### config.mk
export PLATFORM = sky130hd
export DESIGN_NAME = spi_sub
export DESIGN_NICKNAME = d
export VERILOG_FILES = /design/src/rtl/spi_pkg.sv /design/src/rtl/spi_sync_edge.sv /design/src/rtl/spi_sub.sv
export SDC_FILE = /design/constraint.sdc
export NUM_CORES = 1
export LEC_CHECK = 0
export ABC_AREA = 1
export ABC_CLOCK_PERIOD_IN_PS = 2100
export BUFFER_PORTS_ARGS = -buffer_cell sky130_fd_sc_hd__buf_2
export CORE_MARGIN = 3
export CORE_UTILIZATION = 34
export DETAILED_ROUTE_END_ITERATION = 6
export REMOVE_ABC_BUFFERS = 1
export SETUP_SLACK_MARGIN = 0.5
export SKIP_CTS_REPAIR_TIMING = 1
export SYNTH_ARGS = -nofsm -noshare
export SYNTH_HDL_FRONTEND = slang
export SYNTH_SLANG_ARGS = --single-unit
### constraint.sdc
create_clock -name clk -period 2.1 [get_ports clk]
set_input_delay 0.105 -clock clk [delete_from_list [all_inputs] [get_ports clk]]
set_output_delay 0.105 -clock clk [all_outputs]
set_load 0.02 [all_outputs]
### src/rtl/spi_pkg.sv
// Shared definitions for the SPI subordinate: mode constant, FSM state type, default width.
package spi_pkg;

    localparam logic [1:0]  SPI_MODE0  = 2'b00; // {CPOL, CPHA}
    localparam int unsigned SPI_DATA_W = 8;

    typedef enum logic {
        IDLE,
        SHIFT
    } spi_sub_state_t;

endpackage

### src/rtl/spi_sync_edge.sv
// Multi-flop synchroniser for an asynchronous pin with single-cycle rise/fall pulses
// derived from the synchronised level.
module spi_sync_edge #(
    parameter int unsigned SYNC_STAGES = 2,
    parameter logic        RESET_VAL   = 1'b0
) (
    input  logic clk,
    input  logic reset,
    input  logic din,
    output logic dout,
    output logic rise,
    output logic fall
);

    logic [SYNC_STAGES-1:0] sync_q;
    logic                   prev_q;

    always_ff @(posedge clk or posedge reset) begin
        if (reset) begin
            sync_q <= {SYNC_STAGES{RESET_VAL}};
            prev_q <= RESET_VAL;
        end else begin
            sync_q <= {sync_q[SYNC_STAGES-2:0], din};
            prev_q <= sync_q[SYNC_STAGES-1];
        end
    end

    assign dout = sync_q[SYNC_STAGES-1];
    assign rise = dout & ~prev_q;
    assign fall = ~dout & prev_q;

endmodule

### src/rtl/spi_sub.sv
// SPI mode 0 subordinate, MSB first: oversampled pins, rx deserialiser, tx serialiser with a
// single-entry tx buffer and back-to-back byte support while cs stays low.
module spi_sub
    import spi_pkg::*;
#(
    parameter int unsigned       DATA_W      = SPI_DATA_W,
    parameter int unsigned       SYNC_STAGES = 2,
    parameter logic [DATA_W-1:0] TX_IDLE     = '0
) (
    input  logic              clk,
    input  logic              reset,
    input  logic              sclk,
    input  logic              cs,
    input  logic              mosi,
    output logic              miso,
    input  logic [DATA_W-1:0] tx_data,
    input  logic              tx_load,
    output logic              tx_ready,
    output logic [DATA_W-1:0] rx_data,
    output logic              rx_valid,
    output logic              busy,
    output logic              underrun
);

    localparam int unsigned      CNT_W    = $clog2(DATA_W) + 1;
    localparam logic [CNT_W-1:0] LAST_BIT = CNT_W'(DATA_W - 1);

    logic sclk_rise, sclk_fall, cs_rise, cs_fall, mosi_s;
    logic unused_sclk_lvl, unused_cs_lvl, unused_mosi_rise, unused_mosi_fall;

    spi_sync_edge #(.SYNC_STAGES(SYNC_STAGES), .RESET_VAL(1'b0)) u_sync_sclk (
        .clk(clk), .reset(reset), .din(sclk),
        .dout(unused_sclk_lvl), .rise(sclk_rise), .fall(sclk_fall)
    );

    spi_sync_edge #(.SYNC_STAGES(SYNC_STAGES), .RESET_VAL(1'b1)) u_sync_cs (
        .clk(clk), .reset(reset), .din(cs),
        .dout(unused_cs_lvl), .rise(cs_rise), .fall(cs_fall)
    );

    spi_sync_edge #(.SYNC_STAGES(SYNC_STAGES), .RESET_VAL(1'b0)) u_sync_mosi (
        .clk(clk), .reset(reset), .din(mosi),
        .dout(mosi_s), .rise(unused_mosi_rise), .fall(unused_mosi_fall)
    );

    spi_sub_state_t    state_q, state_d;
    logic [CNT_W-1:0]  bit_cnt_q, bit_cnt_d;
    logic [DATA_W-1:0] tx_buf_q, tx_buf_d;
    logic              tx_full_q, tx_full_d;
    logic [DATA_W-1:0] tx_shift_q, tx_shift_d;
    logic [DATA_W-1:0] rx_shift_q, rx_shift_d;
    logic [DATA_W-1:0] rx_data_q, rx_data_d;
    logic              rx_valid_q, rx_valid_d;
    logic              underrun_q, underrun_d;
    logic              miso_q, miso_d;
    logic              reload;
    logic [DATA_W-1:0] reload_byte;
    logic [DATA_W-1:0] rx_next;

    always_ff @(posedge clk or posedge reset) begin
        if (reset) begin
            state_q    <= IDLE;
            bit_cnt_q  <= '0;
            tx_buf_q   <= '0;
            tx_full_q  <= 1'b0;
            tx_shift_q <= '0;
            rx_shift_q <= '0;
            rx_data_q  <= '0;
            rx_valid_q <= 1'b0;
            underrun_q <= 1'b0;
            miso_q     <= 1'b0;
        end else begin
            state_q    <= state_d;
            bit_cnt_q  <= bit_cnt_d;
            tx_buf_q   <= tx_buf_d;
            tx_full_q  <= tx_full_d;
            tx_shift_q <= tx_shift_d;
            rx_shift_q <= rx_shift_d;
            rx_data_q  <= rx_data_d;
            rx_valid_q <= rx_valid_d;
            underrun_q <= underrun_d;
            miso_q     <= miso_d;
        end
    end

    always_comb begin
        state_d     = state_q;
        bit_cnt_d   = bit_cnt_q;
        tx_buf_d    = tx_buf_q;
        tx_full_d   = tx_full_q;
        tx_shift_d  = tx_shift_q;
        rx_shift_d  = rx_shift_q;
        rx_data_d   = rx_data_q;
        rx_valid_d  = 1'b0;
        underrun_d  = 1'b0;
        miso_d      = miso_q;
        reload      = 1'b0;
        reload_byte = tx_full_q ? tx_buf_q : TX_IDLE;
        rx_next     = {rx_shift_q[DATA_W-2:0], mosi_s};

        unique case (state_q)
            IDLE: begin
                if (cs_fall) begin
                    state_d   = SHIFT;
                    bit_cnt_d = '0;
                    reload    = 1'b1;
                    miso_d    = reload_byte[DATA_W-1];
                end
            end
            SHIFT: begin
                // cs edges take priority over any coincident sclk edge
                if (cs_rise) begin
                    state_d   = IDLE;
                    bit_cnt_d = '0;
                    miso_d    = 1'b0;
                end else if (sclk_rise) begin
                    rx_shift_d = rx_next;
                    if (bit_cnt_q == LAST_BIT) begin
                        rx_data_d  = rx_next;
                        rx_valid_d = 1'b1;
                        bit_cnt_d  = '0;
                        reload     = 1'b1;
                    end else begin
                        bit_cnt_d = bit_cnt_q + 1'b1;
                    end
                end else if (sclk_fall) begin
                    // bit_cnt==0 here means a byte just closed: present the reloaded MSB unshifted
                    if (bit_cnt_q == '0) begin
                        miso_d = tx_shift_q[DATA_W-1];
                    end else begin
                        tx_shift_d = tx_shift_q << 1;
                        miso_d     = tx_shift_q[DATA_W-2];
                    end
                end
            end
            default: state_d = IDLE;
        endcase

        if (reload) begin
            tx_shift_d = reload_byte;
            underrun_d = ~tx_full_q;
            tx_full_d  = 1'b0;
        end

        if (tx_load) begin
            tx_buf_d  = tx_data;
            tx_full_d = 1'b1;
        end
    end

    assign miso     = miso_q;
    assign tx_ready = ~tx_full_q;
    assign rx_data  = rx_data_q;
    assign rx_valid = rx_valid_q;
    assign busy     = (state_q == SHIFT);
    assign underrun = underrun_q;

endmodule

==> impl_metrics.prom, run 1 <==
# TYPE chip_impl_metric gauge
chip_impl_info{name="run_status",value="complete, no violations"} 1
chip_impl_metric{name="maxSlewViolCount",unit=""} 0
chip_impl_info{name="cts_tree",value="yes"} 1
chip_impl_metric{name="rr_worst_depth",unit=""} 8
chip_impl_metric{name="mappedNetlistArea",unit="sq um"} 2039
chip_impl_metric{name="ys_types",unit=""} 23
chip_impl_info{name="netlist.top_cell.by_area",value="sky130_fd_sc_hd__dfrtp_1"} 1
chip_impl_metric{name="max_slew_margin",unit=""} 0.6056
chip_impl_metric{name="globalRouteOverflowTotal",unit=""} 0
chip_impl_metric{name="dieArea",unit="sq um"} 6964
chip_impl_metric{name="initial_standard_cell_utilization_of_the_core",unit=""} 0.3615
chip_impl_metric{name="max_cap_violations",unit=""} 0
chip_impl_metric{name="inserted_clock_buffers",unit=""} 5
chip_impl_metric{name="drt_iter0_drc",unit=""} 68
chip_impl_metric{name="yosys_warnings",unit=""} 0
chip_impl_metric{name="total_clock_sinks",unit=""} 48
chip_impl_metric{name="antenna_left",unit=""} 0
chip_impl_metric{name="synthDominantCellAreaShare",unit=""} 0.5521
chip_impl_metric{name="clk-insertion-delay-late",unit="ns"} 0.30
chip_impl_metric{name="core.rowCount",unit=""} 27
chip_impl_metric{name="final_layout_size_suffix_gt1_frac",unit=""} 0.2440
chip_impl_metric{name="synth_seq_cells",unit=""} 48
chip_impl_metric{name="synth_edf_count",unit=""} 0
chip_impl_metric{name="core",unit="sq um"} 5642
chip_impl_metric{name="synthCells",unit=""} 213
chip_impl_metric{name="worst_ep_arrival_time",unit="ns"} 1.65
chip_impl_metric{name="gp_weighted_congestion",unit=""} 0.7562
chip_impl_metric{name="grt_pass1_wl",unit="microns"} 6285
chip_impl_metric{name="fin_nets",unit=""} 265
chip_impl_metric{name="regToRegSetupSlack",unit="ns"} 0.64
chip_impl_metric{name="clk_path_buf_depth",unit=""} 2
chip_impl_metric{name="io_pins",unit=""} 27
chip_impl_info{name="ys_dominant_reg_cell",value="sky130_fd_sc_hd__dfrtp_1"} 1
chip_impl_metric{name="worst-path-max-fanout",unit=""} 12
chip_impl_metric{name="synth_seq_area_share",unit=""} 0.5908
chip_impl_metric{name="post-route-min-period",unit="ns"} 1.456
chip_impl_metric{name="required",unit="ns"} 2.30
chip_impl_metric{name="detail_route.vias_per_cell",unit=""} 4.578
chip_impl_metric{name="final.period_utilization",unit=""} 0.6934
chip_impl_metric{name="finClkSkew",unit="ns"} 0.005122
chip_impl_metric{name="syn-mean-instance-area",unit="sq um"} 9.575
chip_impl_info{name="grt_busiest_layer",value="met2"} 1
chip_impl_metric{name="place_inst",unit=""} 308
chip_impl_metric{name="final_setup_tns",unit="ns"} 0
chip_impl_metric{name="area_growth",unit="%"} 18.59
chip_impl_metric{name="worst-slew-pin-transition",unit="ns"} 0.5916
chip_impl_info{name="cts_root_buffer",value="sky130_fd_sc_hd__clkbuf_8"} 1
chip_impl_metric{name="non_filler_instances",unit=""} 322
chip_impl_metric{name="grtUsageMet2",unit=""} 0.1662
chip_impl_metric{name="maxClockFrequency",unit="MHz"} 686.8
chip_impl_metric{name="global_route.usage.met3",unit=""} 0.03356
chip_impl_info{name="timing.hold.worst.class",value="input pin to register"} 1
chip_impl_info{name="rsz0062_at_grt",value="false"} 1
chip_impl_metric{name="grt_pass1_vias",unit=""} 1365
chip_impl_metric{name="path_clk_slew",unit="ns"} 0.09
chip_impl_info{name="synthTopCellsByArea",value="sky130_fd_sc_hd__dfrtp_1, sky130_fd_sc_hd__nand2_1, sky130_fd_sc_hd__nand3_1, sky130_fd_sc_hd__inv_1, sky130_fd_sc_hd__mux2_2"} 1
chip_impl_metric{name="power.density_cell_area",unit="nW/um^2"} 917.9
chip_impl_metric{name="timing.final.hold_violations",unit=""} 0
chip_impl_metric{name="timing.hold.worst_path_depth",unit=""} 2
chip_impl_metric{name="dr_total_vias",unit=""} 1474
chip_impl_metric{name="die-width",unit="microns"} 83.45
chip_impl_info{name="criticalPathCategory",value="register to register"} 1
chip_impl_metric{name="grt_max_degree",unit=""} 49
chip_impl_info{name="worstSetupEndpointType",value="register"} 1
chip_impl_metric{name="groute.layer.met1.usage",unit=""} 0.1520
chip_impl_metric{name="wire_per_inst",unit="microns"} 11.39
chip_impl_metric{name="synthArstFlopShare",unit=""} 1.000
chip_impl_metric{name="placement.io_buffers",unit=""} 26
chip_impl_metric{name="antenna-diode-count",unit=""} 0
chip_impl_metric{name="gr-usage-all-layers",unit=""} 0.1139
chip_impl_metric{name="fillerInstances",unit=""} 577
chip_impl_metric{name="finalSetupViolCount",unit=""} 0
chip_impl_metric{name="drt_pass1_iterations",unit=""} 4
chip_impl_metric{name="ctsHtreeMaxLevel",unit=""} 2
chip_impl_metric{name="drc",unit=""} 0
chip_impl_metric{name="ir_worst_vdd",unit="mV"} 0.4482
chip_impl_metric{name="antenna_found_initial",unit=""} 0
chip_impl_metric{name="die_y",unit="microns"} 83.45
chip_impl_metric{name="total_leakage_power",unit="nW"} 1.240
chip_impl_metric{name="dp.final_hpwl",unit="microns"} 2472
chip_impl_metric{name="finalWirelength",unit="microns"} 3669
chip_impl_info{name="worstSetupStartpointType",value="register"} 1
==> layer usage <==
layer	vias up	share of wire
met5	-	0
met1	696	0.49
met3	6	0.037
li1	746	-
met2	26	0.45
met4	0	0.026
==> synthesized netlist by cell type, types with 2 or more instances <==
| cell type | number |
|---|---|
| sky130_fd_sc_hd__dfstp_2 | 3 |
| sky130_fd_sc_hd__nand3_4 | 2 |
| sky130_fd_sc_hd__dfrtp_1 | 45 |
| sky130_fd_sc_hd__clkbuf_1 | 2 |
| sky130_fd_sc_hd__mux2_2 | 8 |
| sky130_fd_sc_hd__inv_2 | 2 |
| sky130_fd_sc_hd__o21ai_1 | 7 |
| sky130_fd_sc_hd__inv_1 | 28 |
| sky130_fd_sc_hd__nand2_1 | 55 |
| sky130_fd_sc_hd__a21oi_1 | 4 |
| sky130_fd_sc_hd__ha_1 | 2 |
| sky130_fd_sc_hd__o21ai_0 | 11 |
| sky130_fd_sc_hd__nor2_1 | 7 |
| sky130_fd_sc_hd__buf_2 | 2 |
| sky130_fd_sc_hd__nand2_4 | 2 |
| sky130_fd_sc_hd__nand2_2 | 2 |
| sky130_fd_sc_hd__nand3_1 | 25 |
==> report_power, final <==
group | switching (W) | internal, W
clock | 0.000303 | 0.000268
sequential | 0.0000989 | 0.00110
combinational | 0.000273 | 0.000182
total | 0.000675 | 0.00155
==> final timing paths <==
kind / from / end
min: tx_data[4] / tx_buf_q[4]
min in group asynchronous: reset / tx_buf_q[7]
max: bit_cnt_q[0] / tx_shift_q[3]
max in group asynchronous: reset / rx_data[1]
max reg2reg: bit_cnt_q[0] / tx_shift_q[3]
min reg2reg: u_sync_cs.sync_q[0] / u_sync_cs.sync_q[1]
==> sequential cells by signal, indices dropped and copies added, names as in the netlist <==
register / flops
rx_data: 8
tx_buf_q: 8
tx_shift_q: 8
rx_shift_q: 7
bit_cnt_q: 4
u_sync_cs.sync_q: 2
u_sync_mosi.sync_q: 2
u_sync_sclk.sync_q: 2
busy: 1
miso: 1
rx_valid: 1
tx_full_q: 1
u_sync_cs.prev_q: 1
u_sync_sclk.prev_q: 1
underrun: 1
==> cells in the final DEF, fill, tap and decap left out, types with 2 or more instances in the layout <==
| cell type | netlist | routed |
|---|---|---|
| sky130_fd_sc_hd__nand2_1 | 55 | 55 |
| sky130_fd_sc_hd__dfrtp_1 | 45 | 45 |
| sky130_fd_sc_hd__inv_1 | 28 | 27 |
| sky130_fd_sc_hd__buf_2 | 2 | 26 |
| sky130_fd_sc_hd__nand3_1 | 25 | 25 |
| sky130_fd_sc_hd__o21ai_0 | 11 | 10 |
| sky130_fd_sc_hd__mux2_2 | 8 | 8 |
| sky130_fd_sc_hd__o21ai_1 | 7 | 8 |
| sky130_fd_sc_hd__nor2_1 | 7 | 6 |
| sky130_fd_sc_hd__clkbuf_8 | 0 | 6 |
| sky130_fd_sc_hd__a21oi_1 | 4 | 4 |
| sky130_fd_sc_hd__dlygate4sd3_1 | 0 | 4 |
| sky130_fd_sc_hd__inv_2 | 2 | 3 |
| sky130_fd_sc_hd__nand2_2 | 2 | 3 |
| sky130_fd_sc_hd__buf_4 | 0 | 3 |
| sky130_fd_sc_hd__dfstp_2 | 3 | 3 |
| sky130_fd_sc_hd__nand3_4 | 2 | 2 |
| sky130_fd_sc_hd__nor2_4 | 1 | 2 |
| sky130_fd_sc_hd__nand2_8 | 0 | 2 |
| sky130_fd_sc_hd__ha_1 | 2 | 2 |
==> cells by family after synthesis <==
group           count (synthesis)  share of synthesized area
compound gates                 25                    0.06503
fa+ha+maj                       2                    0.01227
mux                             8                    0.04417
simple gates                   95                     0.2184
flops                          48                     0.5908
buf+inv                        35                    0.06933
==> stage by stage <==
| step | hold WS, ns | total power (W) | setup WS, ns | instance area (sq um) | utilization |
|---|---|---|---|---|---|
| 3_3_place_gp | 0.2103 | 0.001649 | 0.5770 | 2246 | 0.3981 |
| 5_1_grt | 0.02023 | 0.002373 | 0.5102 | 2419 | 0.4287 |
| 2_1_floorplan | 0.1095 | 0.001534 | 0.5662 | 2011 | - |
| 6_report | 0.02928 | 0.002220 | 0.6440 | 2419 | 0.4287 |
| 3_5_place_dp | 0.2127 | 0.001662 | 0.5113 | 2246 | 0.3981 |
| 4_1_cts | -0.1207 | 0.002242 | 0.4829 | 2340 | 0.4147 |
==> layout make-up <==
cell class              count  area, sq um  share of cell area
clock buffers               7        86.33             0.03570
clock inverters             1        7.507            0.003104
inverters                  30        112.6             0.04656
multi-input cells         131        724.4              0.2995
flip-flops and latches     48         1205              0.4982
well taps                  72        90.09             0.03725
repair buffers             33        192.7             0.07967
==> worst max-delay path, stage by stage (launching register included) <==
cell and delay, ns:
sky130_fd_sc_hd__dfrtp_1 0.39, sky130_fd_sc_hd__ha_1 0.18, sky130_fd_sc_hd__nand2_1 0.10, sky130_fd_sc_hd__nor2_4 0.20, sky130_fd_sc_hd__nand2_8 0.13, sky130_fd_sc_hd__nand2_8 0.11, sky130_fd_sc_hd__inv_2 0.09, sky130_fd_sc_hd__nand3_1 0.09
sky130_fd_sc_hd__nand2_1 0.05
Note: power is estimated with default switching activity, not from simulation.
==> run 2, diff against run 1 <==
- ABC_CLOCK_PERIOD_IN_PS: 2100 -> 1400
- clock period: 2.1 -> 1.4 ns (I/O delays scaled with it)
==> impl_metrics.prom, run 2 (synthesis gave the netlist of run 1 again) <==
# TYPE chip_impl_metric gauge
chip_impl_info{name="run_status",value="complete, no violations"} 1
chip_impl_metric{name="core",unit="sq um"} 5642
chip_impl_metric{name="initial_standard_cell_utilization_of_the_core",unit=""} 0.3615
chip_impl_metric{name="io_pins",unit=""} 27
chip_impl_metric{name="ir_worst_vdd",unit="mV"} 0.6493
chip_impl_metric{name="ff_latch_area",unit="sq um"} 1206
chip_impl_metric{name="drc",unit=""} 0
chip_impl_metric{name="ctsHtreeMaxLevel",unit=""} 2
chip_impl_metric{name="worst-slew-pin-transition",unit="ns"} 0.2548
chip_impl_metric{name="total_leakage_power",unit="nW"} 1.367
chip_impl_info{name="cts_tree",value="yes"} 1
chip_impl_metric{name="wl_met2",unit="microns"} 1786
chip_impl_info{name="worstSetupStartpointType",value="register"} 1
chip_impl_metric{name="drt_iter0_drc",unit=""} 59
chip_impl_metric{name="grt_pass1_wl",unit="microns"} 6389
chip_impl_metric{name="dp.final_hpwl",unit="microns"} 2542
chip_impl_info{name="final_common_cell",value="sky130_fd_sc_hd__nand2_1"} 1
chip_impl_metric{name="rr_worst_depth",unit=""} 8
chip_impl_metric{name="inserted_clock_buffers",unit=""} 5
chip_impl_metric{name="power.density_cell_area",unit="nW/um^2"} 1276
chip_impl_metric{name="path_clk_slew",unit="ns"} 0.08
chip_impl_metric{name="finalSetupViolCount",unit=""} 0
chip_impl_metric{name="die-width",unit="microns"} 83.45
chip_impl_metric{name="max_slew_margin",unit=""} 0.8301
chip_impl_metric{name="antenna_found_initial",unit=""} 0
chip_impl_metric{name="finClkSkew",unit="ns"} 0.01148
chip_impl_metric{name="grt_pass1_vias",unit=""} 1379
chip_impl_metric{name="max_cap_violations",unit=""} 0
chip_impl_info{name="most-common-layout-cells",value="sky130_fd_sc_hd__nand2_1, sky130_fd_sc_hd__dfrtp_1, sky130_fd_sc_hd__inv_1"} 1
chip_impl_metric{name="regToRegSetupSlack",unit="ns"} 0.01
chip_impl_info{name="route.top_layer_used",value="met4"} 1
chip_impl_metric{name="die_y",unit="microns"} 83.45
chip_impl_info{name="timing.hold.worst.class",value="input pin to register"} 1
chip_impl_metric{name="dr_total_vias",unit=""} 1511
chip_impl_metric{name="core.rowCount",unit=""} 27
chip_impl_metric{name="gr-usage-all-layers",unit=""} 0.1142
chip_impl_metric{name="detail_route.vias_per_cell",unit=""} 4.457
chip_impl_metric{name="maxClockFrequency",unit="MHz"} 719.3
chip_impl_metric{name="final.period_utilization",unit=""} 0.9930
chip_impl_info{name="criticalPathCategory",value="register to register"} 1
chip_impl_metric{name="drt_pass1_iterations",unit=""} 4
chip_impl_metric{name="grt_max_degree",unit=""} 49
chip_impl_metric{name="gp_weighted_congestion",unit=""} 0.8285
chip_impl_info{name="rsz0062_at_grt",value="true"} 1
chip_impl_metric{name="placement.cell_area",unit="sq um"} 2346
chip_impl_metric{name="final_util",unit=""} 0.4757
chip_impl_metric{name="antenna-diode-count",unit=""} 0
chip_impl_metric{name="timing.final.hold_violations",unit=""} 0
chip_impl_info{name="cts_root_buffer",value="sky130_fd_sc_hd__clkbuf_8"} 1
chip_impl_metric{name="required",unit="ns"} 1.59
chip_impl_metric{name="multiInputGateArea",unit="sq um"} 749.5
chip_impl_metric{name="drt-met1-wl",unit="microns"} 1886
chip_impl_metric{name="area_growth",unit="%"} 31.59
chip_impl_metric{name="worst-path-max-fanout",unit=""} 8
chip_impl_metric{name="postLayoutCellArea",unit="sq um"} 2684
chip_impl_info{name="worstSetupEndpointType",value="register"} 1
chip_impl_metric{name="clk-insertion-delay-late",unit="ns"} 0.30
chip_impl_metric{name="post-route-min-period",unit="ns"} 1.390
chip_impl_metric{name="finalWirelength",unit="microns"} 3890
chip_impl_metric{name="clk_path_buf_depth",unit=""} 2
chip_impl_metric{name="final_layout_size_suffix_gt1_frac",unit=""} 0.3408
chip_impl_metric{name="total_clock_sinks",unit=""} 48
chip_impl_metric{name="timing.hold.worst_path_depth",unit=""} 2
chip_impl_metric{name="antenna_left",unit=""} 0
chip_impl_metric{name="fillerInstances",unit=""} 507
chip_impl_metric{name="maxSlewViolCount",unit=""} 0
chip_impl_metric{name="placement.io_buffers",unit=""} 26
chip_impl_metric{name="globalRouteOverflowTotal",unit=""} 0
chip_impl_metric{name="dieArea",unit="sq um"} 6964
chip_impl_metric{name="worst_ep_arrival_time",unit="ns"} 1.58
chip_impl_metric{name="wire_per_inst",unit="microns"} 11.47
chip_impl_metric{name="routed_length_on_met3",unit="microns"} 123
chip_impl_metric{name="fin_nets",unit=""} 282
chip_impl_metric{name="hold_slack",unit="ns"} 0.003460
run 2: cell count changes in the layout (fill, tap and decap cells not counted), moves of 3 or more:
cell,previous run,this run
sky130_fd_sc_hd__buf_4,3,17
sky130_fd_sc_hd__buf_6,0,15
sky130_fd_sc_hd__inv_1,27,24
sky130_fd_sc_hd__nand2_4,0,4
sky130_fd_sc_hd__nand2_1,55,51
sky130_fd_sc_hd__nand3_2,0,3
sky130_fd_sc_hd__buf_2,26,13
sky130_fd_sc_hd__nand3_1,25,22
run 2: area by class of cell:
cell class	instances	share of cell area
tap	72	0.03357
timing repair buffer	51	0.1646
clock buffer	7	0.02844
sequential	48	0.4494
multi-input combinational	130	0.2793
inverter	30	0.04289
clock inverter	1	0.001865
run 2: metal layers:
metal / vias up / track usage
met5: - / 0
met4: 0 / 0.06140
met3: 6 / 0.02764
met2: 24 / 0.1655
met1: 703 / 0.1575
li1: 778 / -
run 2: path summary, 6_finish.rpt:
path | to | from
setup reg to reg | tx_shift_q[6] | u_sync_cs.sync_q[1]
hold reg to reg | u_sync_mosi.sync_q[1] | u_sync_mosi.sync_q[0]
max in group asynchronous | u_sync_cs.sync_q[0] | reset
setup / recovery | tx_shift_q[6] | u_sync_cs.sync_q[1]
hold / removal | tx_buf_q[6] | tx_data[6]
min in group asynchronous | rx_data[1] | reset
run 2: power by group:
group | switching, W | internal, W | total, W | leakage (nW)
Clock | 0.000434 | 0.000351 | 0.000785 | 0.0422
Sequential | 0.000150 | 0.00164 | 0.00179 | 0.606
Combinational | 0.000459 | 0.000388 | 0.000847 | 0.719
run 2: metrics by stage:
step,std cells,power [W],setup slack [ns],TNS (ns)
2_1_floorplan,208,0.002301,-0.1338,-1.060
3_3_place_gp,318,0.002531,-0.002525,-0.004217
3_5_place_dp,318,0.002545,-0.04938,-0.2640
4_1_cts,326,0.003346,-0.07107,-0.5903
5_1_grt,339,0.003675,-0.08940,-0.7720
6_report,339,0.003425,0.009830,0
run 2: worst max-delay path: stages (launching register included):
cell                      delay (ns)
sky130_fd_sc_hd__dfstp_2        0.59
sky130_fd_sc_hd__inv_4          0.06
sky130_fd_sc_hd__nor2_4         0.09
sky130_fd_sc_hd__nor2_4         0.05
sky130_fd_sc_hd__nand2_4        0.09
sky130_fd_sc_hd__buf_12         0.12
sky130_fd_sc_hd__nand3_4        0.13
sky130_fd_sc_hd__nand3_1        0.10
sky130_fd_sc_hd__nand2_1        0.05
